`config.mk`:
```
export PLATFORM = sky130hd
export DESIGN_NAME = axi_enhanced_rx_np_sched_flat
export DESIGN_NICKNAME = d
export VERILOG_FILES = /design/src/rtl/axi_enhanced_rx_np_sched_if.sv /design/src/rtl/axi_enhanced_rx_np_sched.sv /design/src/flat_wrapper.sv
export SDC_FILE = /design/constraint.sdc
export NUM_CORES = 1
export LEC_CHECK = 0
export ABC_AREA = 0
export BUFFER_PORTS_ARGS = -buffer_cell sky130_fd_sc_hd__buf_2
export CAP_MARGIN = 25
export CORE_MARGIN = 2
export CORE_UTILIZATION = 47
export DETAILED_ROUTE_END_ITERATION = 6
export GPL_TIMING_DRIVEN = 0
export PLACE_DENSITY = 0.64
export SKIP_CTS_REPAIR_TIMING = 1
export SYNTH_ARGS = -nofsm -noshare
export SYNTH_HDL_FRONTEND = slang
export SYNTH_SLANG_ARGS = --single-unit
export TNS_END_PERCENT = 100
```
`constraint.sdc`:
```
create_clock -name com_iclk -period 5.9 [get_ports com_iclk]
set_input_delay 1.18 -clock com_iclk [delete_from_list [all_inputs] [get_ports com_iclk]]
set_output_delay 1.18 -clock com_iclk [all_outputs]
set_load 0.05 [all_outputs]
```
`src/rtl/axi_enhanced_rx_np_sched_if.sv`:
```
// NP scheduler bus: link state, request pulses and demux pop strobe in;
// the paced PCIe NP request, FIFO head owner, occupancy and sticky flags out.
interface axi_enhanced_rx_np_sched_if #(
  parameter int unsigned C_MAX_CREDITS = 8,
  parameter int unsigned CNT_WIDTH     = $clog2(C_MAX_CREDITS + 1)
);
  logic                 trn_lnk_up;
  logic                 rx_np_req;
  logic                 cfg_req;
  logic                 np_tlp_sof;
  logic                 rnp_req;
  logic                 np_owner;
  logic                 np_owner_vld;
  logic [CNT_WIDTH-1:0] np_outstanding;
  logic                 req_ovf;
  logic                 np_err;

  modport master (
    output trn_lnk_up, rx_np_req, cfg_req, np_tlp_sof,
    input  rnp_req, np_owner, np_owner_vld, np_outstanding, req_ovf, np_err
  );

  modport slave (
    input  trn_lnk_up, rx_np_req, cfg_req, np_tlp_sof,
    output rnp_req, np_owner, np_owner_vld, np_outstanding, req_ovf, np_err
  );
endinterface

```
`src/rtl/axi_enhanced_rx_np_sched.sv`:
```
// Round-robin NP credit scheduler between user and config requesters, with a
// paced rnp_req pulse and an in-order owner FIFO used to steer returning NP TLPs.
module axi_enhanced_rx_np_sched #(
  parameter int unsigned C_MAX_CREDITS = 8,
  parameter int unsigned C_PEND_MAX    = 15,
  parameter int unsigned C_REQ_GAP     = 2,
  parameter int          TCQ           = 1,
  parameter int unsigned CNT_WIDTH     = $clog2(C_MAX_CREDITS + 1)
) (
  input  logic                         com_iclk,
  input  logic                         com_sysrst_n,
  axi_enhanced_rx_np_sched_if.slave    np_if
);

  localparam int unsigned IDX_W = $clog2(C_MAX_CREDITS);
  localparam int unsigned PTR_W = IDX_W + 1;
  localparam logic [3:0]  PEND_MAX = 4'(C_PEND_MAX);
  localparam logic [3:0]  GAP_LOAD = 4'(C_REQ_GAP);

  if (C_MAX_CREDITS < 2 || C_MAX_CREDITS > 32 || (C_MAX_CREDITS & (C_MAX_CREDITS - 1)) != 0 ||
      C_PEND_MAX > 15 || C_REQ_GAP > 15 || TCQ < 0 || CNT_WIDTH != PTR_W) begin : g_param_err
    $error("axi_enhanced_rx_np_sched: parameter out of range");
  end

  typedef enum logic [1:0] {IDLE, ISSUE, GAP, FLUSH} state_t;

  state_t                   state;
  logic [3:0]               usr_pend;
  logic [3:0]               cfg_pend;
  logic [3:0]               gap_cnt;
  logic                     last_grant;
  logic [C_MAX_CREDITS-1:0] own_mem;
  logic [PTR_W-1:0]         wr_ptr;
  logic [PTR_W-1:0]         rd_ptr;
  logic                     rnp_req_q;
  logic                     req_ovf_q;
  logic                     np_err_q;

  logic             flush;
  logic [PTR_W-1:0] occ;
  logic [PTR_W-1:0] occ_eff;
  logic             fifo_empty;
  logic             pop;
  logic             empty_pop;
  logic             usr_p;
  logic             cfg_p;
  logic             grant;
  logic             gnt_cfg;
  logic             usr_inc;
  logic             cfg_inc;
  logic             usr_dec;
  logic             cfg_dec;
  logic [3:0]       usr_pend_nxt;
  logic [3:0]       cfg_pend_nxt;
  logic             usr_ovf;
  logic             cfg_ovf;

  always_comb begin
    flush      = !np_if.trn_lnk_up || (state == FLUSH);
    occ        = wr_ptr - rd_ptr;
    fifo_empty = (occ == '0);
    pop        = np_if.np_tlp_sof && !fifo_empty && !flush;
    empty_pop  = np_if.np_tlp_sof && fifo_empty && !flush;
    // A same-cycle pop frees a slot for this cycle's grant
    occ_eff    = occ - PTR_W'(pop);
    usr_p      = (usr_pend != '0);
    cfg_p      = (cfg_pend != '0);
    gnt_cfg    = (usr_p && cfg_p) ? ~last_grant : cfg_p;
    grant      = (state == IDLE) && !flush && (usr_p || cfg_p) &&
                 (occ_eff < PTR_W'(C_MAX_CREDITS));
    usr_inc    = np_if.rx_np_req && !flush;
    cfg_inc    = np_if.cfg_req && !flush;
    usr_dec    = grant && !gnt_cfg;
    cfg_dec    = grant && gnt_cfg;

    usr_pend_nxt = usr_pend;
    usr_ovf      = 1'b0;
    if (usr_inc && !usr_dec) begin
      if (usr_pend == PEND_MAX) usr_ovf = 1'b1;
      else                      usr_pend_nxt = usr_pend + 4'd1;
    end else if (!usr_inc && usr_dec) begin
      usr_pend_nxt = usr_pend - 4'd1;
    end

    cfg_pend_nxt = cfg_pend;
    cfg_ovf      = 1'b0;
    if (cfg_inc && !cfg_dec) begin
      if (cfg_pend == PEND_MAX) cfg_ovf = 1'b1;
      else                      cfg_pend_nxt = cfg_pend + 4'd1;
    end else if (!cfg_inc && cfg_dec) begin
      cfg_pend_nxt = cfg_pend - 4'd1;
    end
  end

  always_ff @(posedge com_iclk or negedge com_sysrst_n) begin
    if (!com_sysrst_n) begin
      state      <= IDLE;
      usr_pend   <= '0;
      cfg_pend   <= '0;
      gap_cnt    <= '0;
      last_grant <= 1'b1;
      own_mem    <= '0;
      wr_ptr     <= '0;
      rd_ptr     <= '0;
      rnp_req_q  <= 1'b0;
      req_ovf_q  <= 1'b0;
      np_err_q   <= 1'b0;
    end else begin
      if (empty_pop)          np_err_q  <= 1'b1;
      if (usr_ovf || cfg_ovf) req_ovf_q <= 1'b1;

      if (flush) begin
        wr_ptr    <= '0;
        rd_ptr    <= '0;
        usr_pend  <= '0;
        cfg_pend  <= '0;
        gap_cnt   <= '0;
        rnp_req_q <= 1'b0;
        state     <= np_if.trn_lnk_up ? IDLE : FLUSH;
      end else begin
        usr_pend <= usr_pend_nxt;
        cfg_pend <= cfg_pend_nxt;
        if (pop) rd_ptr <= rd_ptr + PTR_W'(1);
        if (grant) begin
          own_mem[wr_ptr[IDX_W-1:0]] <= gnt_cfg;
          wr_ptr     <= wr_ptr + PTR_W'(1);
          last_grant <= gnt_cfg;
        end

        unique case (state)
          IDLE: begin
            if (grant) begin
              state     <= ISSUE;
              rnp_req_q <= 1'b1;
            end
          end
          ISSUE: begin
            rnp_req_q <= 1'b0;
            if (C_REQ_GAP == 0) begin
              state <= IDLE;
            end else begin
              state   <= GAP;
              gap_cnt <= GAP_LOAD;
            end
          end
          GAP: begin
            if (gap_cnt <= 4'd1) begin
              state   <= IDLE;
              gap_cnt <= '0;
            end else begin
              gap_cnt <= gap_cnt - 4'd1;
            end
          end
          default: state <= IDLE;
        endcase
      end
    end
  end

  assign np_if.rnp_req        = rnp_req_q;
  assign np_if.np_owner_vld   = !fifo_empty && (state != FLUSH);
  assign np_if.np_owner       = np_if.np_owner_vld ? own_mem[rd_ptr[IDX_W-1:0]] : 1'b0;
  assign np_if.np_outstanding = CNT_WIDTH'(occ);
  assign np_if.req_ovf        = req_ovf_q;
  assign np_if.np_err         = np_err_q;

endmodule

```
`src/flat_wrapper.sv`:
```
// flat-port wrapper written by rule: the top's interface ports become plain ports
module axi_enhanced_rx_np_sched_flat 
#(
  parameter int unsigned C_MAX_CREDITS = 8,
  parameter int unsigned C_PEND_MAX    = 15,
  parameter int unsigned C_REQ_GAP     = 2,
  parameter int          TCQ           = 1,
  parameter int unsigned CNT_WIDTH     = $clog2(C_MAX_CREDITS + 1)
)
  (com_iclk, com_sysrst_n, np_if_trn_lnk_up, np_if_rx_np_req, np_if_cfg_req, np_if_np_tlp_sof, np_if_rnp_req, np_if_np_owner, np_if_np_owner_vld, np_if_np_outstanding, np_if_req_ovf, np_if_np_err);
  axi_enhanced_rx_np_sched_if #(.C_MAX_CREDITS(C_MAX_CREDITS), .CNT_WIDTH(CNT_WIDTH)) np_if_i ();
  input  logic com_iclk;
  input  logic com_sysrst_n;
  input wire logic [$bits(np_if_i.trn_lnk_up)-1:0] np_if_trn_lnk_up;
  input wire logic [$bits(np_if_i.rx_np_req)-1:0] np_if_rx_np_req;
  input wire logic [$bits(np_if_i.cfg_req)-1:0] np_if_cfg_req;
  input wire logic [$bits(np_if_i.np_tlp_sof)-1:0] np_if_np_tlp_sof;
  output wire logic [$bits(np_if_i.rnp_req)-1:0] np_if_rnp_req;
  output wire logic [$bits(np_if_i.np_owner)-1:0] np_if_np_owner;
  output wire logic [$bits(np_if_i.np_owner_vld)-1:0] np_if_np_owner_vld;
  output wire logic [$bits(np_if_i.np_outstanding)-1:0] np_if_np_outstanding;
  output wire logic [$bits(np_if_i.req_ovf)-1:0] np_if_req_ovf;
  output wire logic [$bits(np_if_i.np_err)-1:0] np_if_np_err;
  assign np_if_i.trn_lnk_up = np_if_trn_lnk_up;
  assign np_if_i.rx_np_req = np_if_rx_np_req;
  assign np_if_i.cfg_req = np_if_cfg_req;
  assign np_if_i.np_tlp_sof = np_if_np_tlp_sof;
  assign np_if_rnp_req = np_if_i.rnp_req;
  assign np_if_np_owner = np_if_i.np_owner;
  assign np_if_np_owner_vld = np_if_i.np_owner_vld;
  assign np_if_np_outstanding = np_if_i.np_outstanding;
  assign np_if_req_ovf = np_if_i.req_ovf;
  assign np_if_np_err = np_if_i.np_err;
  axi_enhanced_rx_np_sched #(.C_MAX_CREDITS(C_MAX_CREDITS), .C_PEND_MAX(C_PEND_MAX), .C_REQ_GAP(C_REQ_GAP), .TCQ(TCQ), .CNT_WIDTH(CNT_WIDTH)) u_core (.com_iclk(com_iclk), .com_sysrst_n(com_sysrst_n), .np_if(np_if_i));
endmodule
```
# ---- Word-level counts from Yosys, hierarchy flattened
# Cells that the tools add are included.
dict set report word_totals {
  output_inout_bits 9
  inputBits 6
  ff_bits 34
  word_cells 115
}
dict set report op_classes {
  add_sub_neg 9
  order_cmp 5
  eq_ne 10
  mux 34
  bitwise 2
  reduce_logical 44
}
# cell count
set ops {}
lappend ops {{4-bit 2-to-1 mux} 14}
lappend ops {{1-bit logical AND} 18}
lappend ops {{4-bit by 1-bit adder with 4-bit output, second input constant} 4}
lappend ops {{3-bit nonzero test} 4}
lappend ops {{4-bit by 1-bit subtractor with 4-bit output, second input constant} 3}
lappend ops {{1-bit 2-to-1 mux} 10}
lappend ops {{2-bit AND reduction} 5}
lappend ops {{8-bit bitwise mux} 1}
lappend ops {{4-bit equality test, second input constant} 2}
lappend ops {{1-bit zero test} 8}
lappend ops {{3-bit by 4-bit less-than comparator with 1-bit output, second input constant} 2}
lappend ops {{2-bit 2-to-1 mux} 4}
lappend ops {{4-bit one-hot mux with 2 select lines} 1}
lappend ops {{4-bit nonzero test} 2}
lappend ops {{3-bit by 1-bit != test with 1-bit output, second input constant} 2}
lappend ops {{3-bit by 2-bit != test with 1-bit output, second input constant} 2}
lappend ops {{2-bit one-hot mux with 3 select lines} 1}
lappend ops {{2-bit equality test, second input constant} 2}
lappend ops {{4-bit by 1-bit <= comparator with 1-bit output, second input constant} 1}
lappend ops {{4-bit zero test} 1}
lappend ops {{4-bit less-than comparator, second input constant} 1}
lappend ops {{2-bit nonzero test} 2}
lappend ops {{4-bit by 1-bit subtractor with 4-bit output} 1}
lappend ops {{4-bit subtractor} 1}
lappend ops {{9 further kinds} 12}

# ---- Depth between registers and ports, before layout
dict set report depth {
  word_depth 13
  depth_mapped 16
  mapped_depth_nobuf 15
}

# ---- Worst setup path before layout
# No wires, ideal clock.
dict set report synth_timing {
  kind {register to output}
  from {reg u_core.wr_ptr[0]}
  to {out np_if_np_owner}
  required_ps 4720
  setup_slack_ps 958
  arrival_ps 3762
  n_path_buf 1
  path_stages_with_launch 9
  path_cell_list {dfrtp_1 clkbuf_1 inv_1 ha_1 fa_1 xnor2_1 or2_1 nor3_1 nor3_1}
}
dict set report synth_via {
  elab_chain_len 5
}
# item line
set synth_lines {}
lappend synth_lines {{start: declaration} axi_enhanced_rx_np_sched.sv:33} ;# logic [PTR_W-1:0] wr_ptr;
lappend synth_lines {{start signal: assignment} axi_enhanced_rx_np_sched.sv:126} ;# wr_ptr <= wr_ptr + PTR_W'(1);
lappend synth_lines {{4-bit subtractor} axi_enhanced_rx_np_sched.sv:60} ;# occ = wr_ptr - rd_ptr;
lappend synth_lines {{via np_if_np_outstanding[2]} flat_wrapper.sv:21} ;# output wire logic [$bits(np_if_i.np_outstanding)-1:0] np_if_np_outstanding;
lappend synth_lines {{4-bit zero test} axi_enhanced_rx_np_sched.sv:61} ;# fifo_empty = (occ == '0);
lappend synth_lines {{1-bit zero test} axi_enhanced_rx_np_sched.sv:161} ;# assign np_if.np_owner_vld = !fifo_empty && (state != FLUSH);
lappend synth_lines {{1-bit logical AND} axi_enhanced_rx_np_sched.sv:161}
lappend synth_lines {{1-bit 2-to-1 mux} axi_enhanced_rx_np_sched.sv:162} ;# assign np_if.np_owner = np_if.np_owner_vld ? own_mem[rd_ptr[IDX_W-1:0]] : 1'b0;
lappend synth_lines {{end: declaration} flat_wrapper.sv:19} ;# output wire logic [$bits(np_if_i.np_owner)-1:0] np_if_np_owner;
# The timed path passes the listed nets, and every way through them passes these cells.

# ---- Worst setup path in the final report
dict set report layout_timing {
  from {reg u_core.wr_ptr[0]}
  to {out np_if_np_owner}
}
dict set report layout_via {
  elab_chain_len 5
}
# item line
set layout_lines {}
lappend layout_lines {{4-bit subtractor} axi_enhanced_rx_np_sched.sv:60}
lappend layout_lines {{4-bit zero test} axi_enhanced_rx_np_sched.sv:61}
lappend layout_lines {{1-bit zero test} axi_enhanced_rx_np_sched.sv:161}
lappend layout_lines {{1-bit logical AND} axi_enhanced_rx_np_sched.sv:161}
lappend layout_lines {{1-bit 2-to-1 mux} axi_enhanced_rx_np_sched.sv:162}
# No other way between the ends.

==> flow_summary.json <==
{
  "synthTopCellsByArea": "dfrtp_1 38%, ha_1 9.8%, mux2_1 4.7%, inv_1 3.6%, xnor2_1 3.2%",
  "clk_pin_slew_ns": 0.08,
  "avgViaCountPerCell": 5.58,
  "p_int_mw": 0.459,
  "p_seq_share_pct": 35.5,
  "synth-async-reset-ratio_pct": 100,
  "end_kind": "primary output",
  "hp-class": "flip-flop to flip-flop",
  "clock_skew_ns": 0.00818,
  "maxCapViolCount": 0,
  "rsz0062_at_grt": "false",
  "synth_warnings": 0,
  "path_max_fanout": 8,
  "drt_first_pass_iters": 4,
  "dieArea_um2": 5200,
  "synth_area_leader_cell": "dfrtp_1",
  "finalHoldViolCount": 0,
  "synth_top_area_share_pct": 37.9,
  "grt_max_degree": 35,
  "synth.distinct_cells": 46,
  "globalRouteOverflowTotal": 0,
  "tightest_slew_ns": 0.757,
  "max_freq_mhz": 240,
  "coreArea_um2": 4410,
  "vias": 1617,
  "syn-cell-area_um2": 2180,
  "clock_sinks": 34,
  "min_period_ns": 4.16,
  "pwr-share-comb_pct": 41.5,
  "multi_input_area_um2": 1210,
  "grt_pass1_wl_um": 7440,
  "seq_area_um2": 852,
  "areaGrowthSynthToFinish_pct": 10.6,
  "start_util_pct": 49.3,
  "wl_per_cell_um": 14.7,
  "p_leak_nw": 1.12,
  "ioPinCount": 15,
  "seq_area_frac_synth_pct": 39.1,
  "ys.flop_type": "dfrtp_1",
  "num-nets-final": 263,
  "status": "complete, no violations",
  "dpl.hpwl_um": 3130,
  "gr-usage-all-layers_pct": 18.5,
  "synthCells": 216,
  "power_frac_clock_pct": 22.9,
  "synth_seq_cells": 34,
  "yosysMostFrequentCell": "dfrtp_1",
  "finalWirelength_um": 4250,
  "cts-root-buf": "clkbuf_8",
  "drive_gt1_share_pct": 16.4,
  "num_rows": 24,
  "finish.utilization_pct": 54.6,
  "tritoncts": "built",
  "drt_iter0_drc": 98,
  "setup_tns_ns": 0,
  "holdWs_ns": 0.460,
  "fin_crit_sh_pct": 70.5,
  "die_y_um": 72.1,
  "n_antenna_cell": 0,
  "yosys-top-cells-count": "33 x dfrtp_1, 21 x inv_1, 17 x ha_1, 17 x nor2_1, 13 x nand2_1",
  "antenna_found_initial": 0,
  "grt_pass1_vias": 1601,
  "cts_buffer_depth": 2,
  "die_width_um": 72.1,
  "crit_arrival_ns": 2.98,
  "portBuffers": 14,
  "peakVddDrop_uv": 141,
  "start_kind": "flip-flop",
  "critPathKind": "flip-flop to primary output",
  "cp.required_ns": 4.72,
  "clkLatencyLatePin_ns": 0.29,
  "drcViolationCount": 0,
  "slew_violations": 0,
  "setup_viol": 0,
  "p_switching_mw": 0.328,
  "h-tree-depth": 2,
  "fillers": 400,
  "syn_avg_cell_area_um2": 10.1,
  "ant_nets": 0,
  "max_slew_margin_pct": 49.5,
  "cts_buffers": 5,
  "gp_congestion": 0.824,
  "powerDensity_nw_per_um2": 327,
  "p_sw_share_pct": 41.7,
  "synth_nets": 242,
  "synth_edf_count": 0
}
[layer usage]
layer	GRT usage, %	part of all wire [%]	vias up
li1	-	-	810
met4	6.92	1.3	0
met3	3.47	2.9	6
met5	0	0	-
met2	29.0	46	28
met1	25.7	50	773
[path summary, 6_finish.rpt]
kind                                                  from                              end  slack, ns  cells past startpoint
hold / removal             u_core.np_if.np_err$_DFFE_PN0P_  u_core.np_if.np_err$_DFFE_PN0P_       0.46                      1
setup / recovery              u_core.wr_ptr[0]$_DFFE_PN0P_                   np_if_np_owner       1.74                      9
min in group asynchronous                     com_sysrst_n     u_core.wr_ptr[3]$_DFFE_PN0P_       0.96                      1
hold reg to reg            u_core.np_if.np_err$_DFFE_PN0P_  u_core.np_if.np_err$_DFFE_PN0P_       0.46                      1
setup reg to reg              u_core.wr_ptr[0]$_DFFE_PN0P_   u_core.cfg_pend[3]$_DFFE_PN0P_       1.79                     16
max in group asynchronous                     com_sysrst_n   u_core.cfg_pend[0]$_DFFE_PN0P_       4.45                      1
[cell type report]
cell class / count / share of cell area [%]
plain buffers: 5 / 1.45
well taps: 52 / 2.70
repair buffers: 14 / 2.91
flip-flops and latches: 34 / 35.4
inverters: 21 / 3.27
clock inverters: 2 / 0.519
multi-input cells: 156 / 50.3
clock buffers: 6 / 3.43
[cells in the final DEF, fill, tap and decap left out, types with 4 or more instances in the layout]
cell type,n
a21o_1,4
a21oi_1,9
buf_2,15
clkbuf_8,6
dfrtp_1,33
ha_1,17
inv_1,21
mux2_1,9
mux2i_1,5
nand2_1,13
nand3_1,6
nand4_1,4
nor2_1,17
nor3_1,5
nor4_1,7
o21ai_0,6
o21ai_1,4
xnor2_1,8
[worst max-delay path: stages (launching register included)]
cell and delay, ns:
dfrtp_1 0.36, clkbuf_1 0.29, inv_1 0.16, ha_1 0.25, fa_1 0.45, xnor2_1 0.21, or2_1 0.28, nor3_1 0.37
nor3_1 0.10, buf_2 0.23
[cell families (layout without fill, tap and decap cells)]
kind of cell | count (synthesis) | in the layout | share of synthesized area, %
AO/OA/AOI/OAI | 40 | 40 | 12.3
multiplexers | 16 | 16 | 9.02
XOR/XNOR | 9 | 9 | 3.62
adder cells (fa/ha/maj) | 20 | 20 | 12.5
flip-flops | 34 | 34 | 39.1
buffers and inverters | 26 | 48 | 5.23
AND/OR/NAND/NOR | 71 | 71 | 18.1
[power groups by stage]
| stage | clock (mW) | sequential (mW) | combinational (mW) |
|---|---|---|---|
| finish | 0.181 | 0.280 | 0.327 |
| global route | 0.198 | 0.283 | 0.361 |
| CTS | 0.188 | 0.279 | 0.329 |
| detailed placement | 0 | 0.284 | 0.328 |
| global placement | 0 | 0.283 | 0.325 |
| floorplan | 0 | 0.278 | 0.262 |
[stage by stage]
stage               cells  total power [mW]  area [um2]  worst slack (ns)
finish                290             0.787        2410              1.74
global route          290             0.841        2410              1.50
CTS                   290             0.797        2410              1.74
detailed placement    282             0.612        2310              1.81
global placement      282             0.609        2310              1.90
floorplan             216             0.540        2180             0.958
[sequential cells by signal, indices dropped and copies added, names as in the netlist]
name,cells
u_core.gap_cnt,4
u_core.own_mem,8
u_core.cfg_pend,4
u_core.rd_ptr,4
u_core.state,2
u_core.last_grant,1
u_core.np_if.rnp_req,1
u_core.np_if.req_ovf,1
u_core.np_if.np_err,1
u_core.usr_pend,4
u_core.wr_ptr,4
Power figures use the tool's default switching activity.
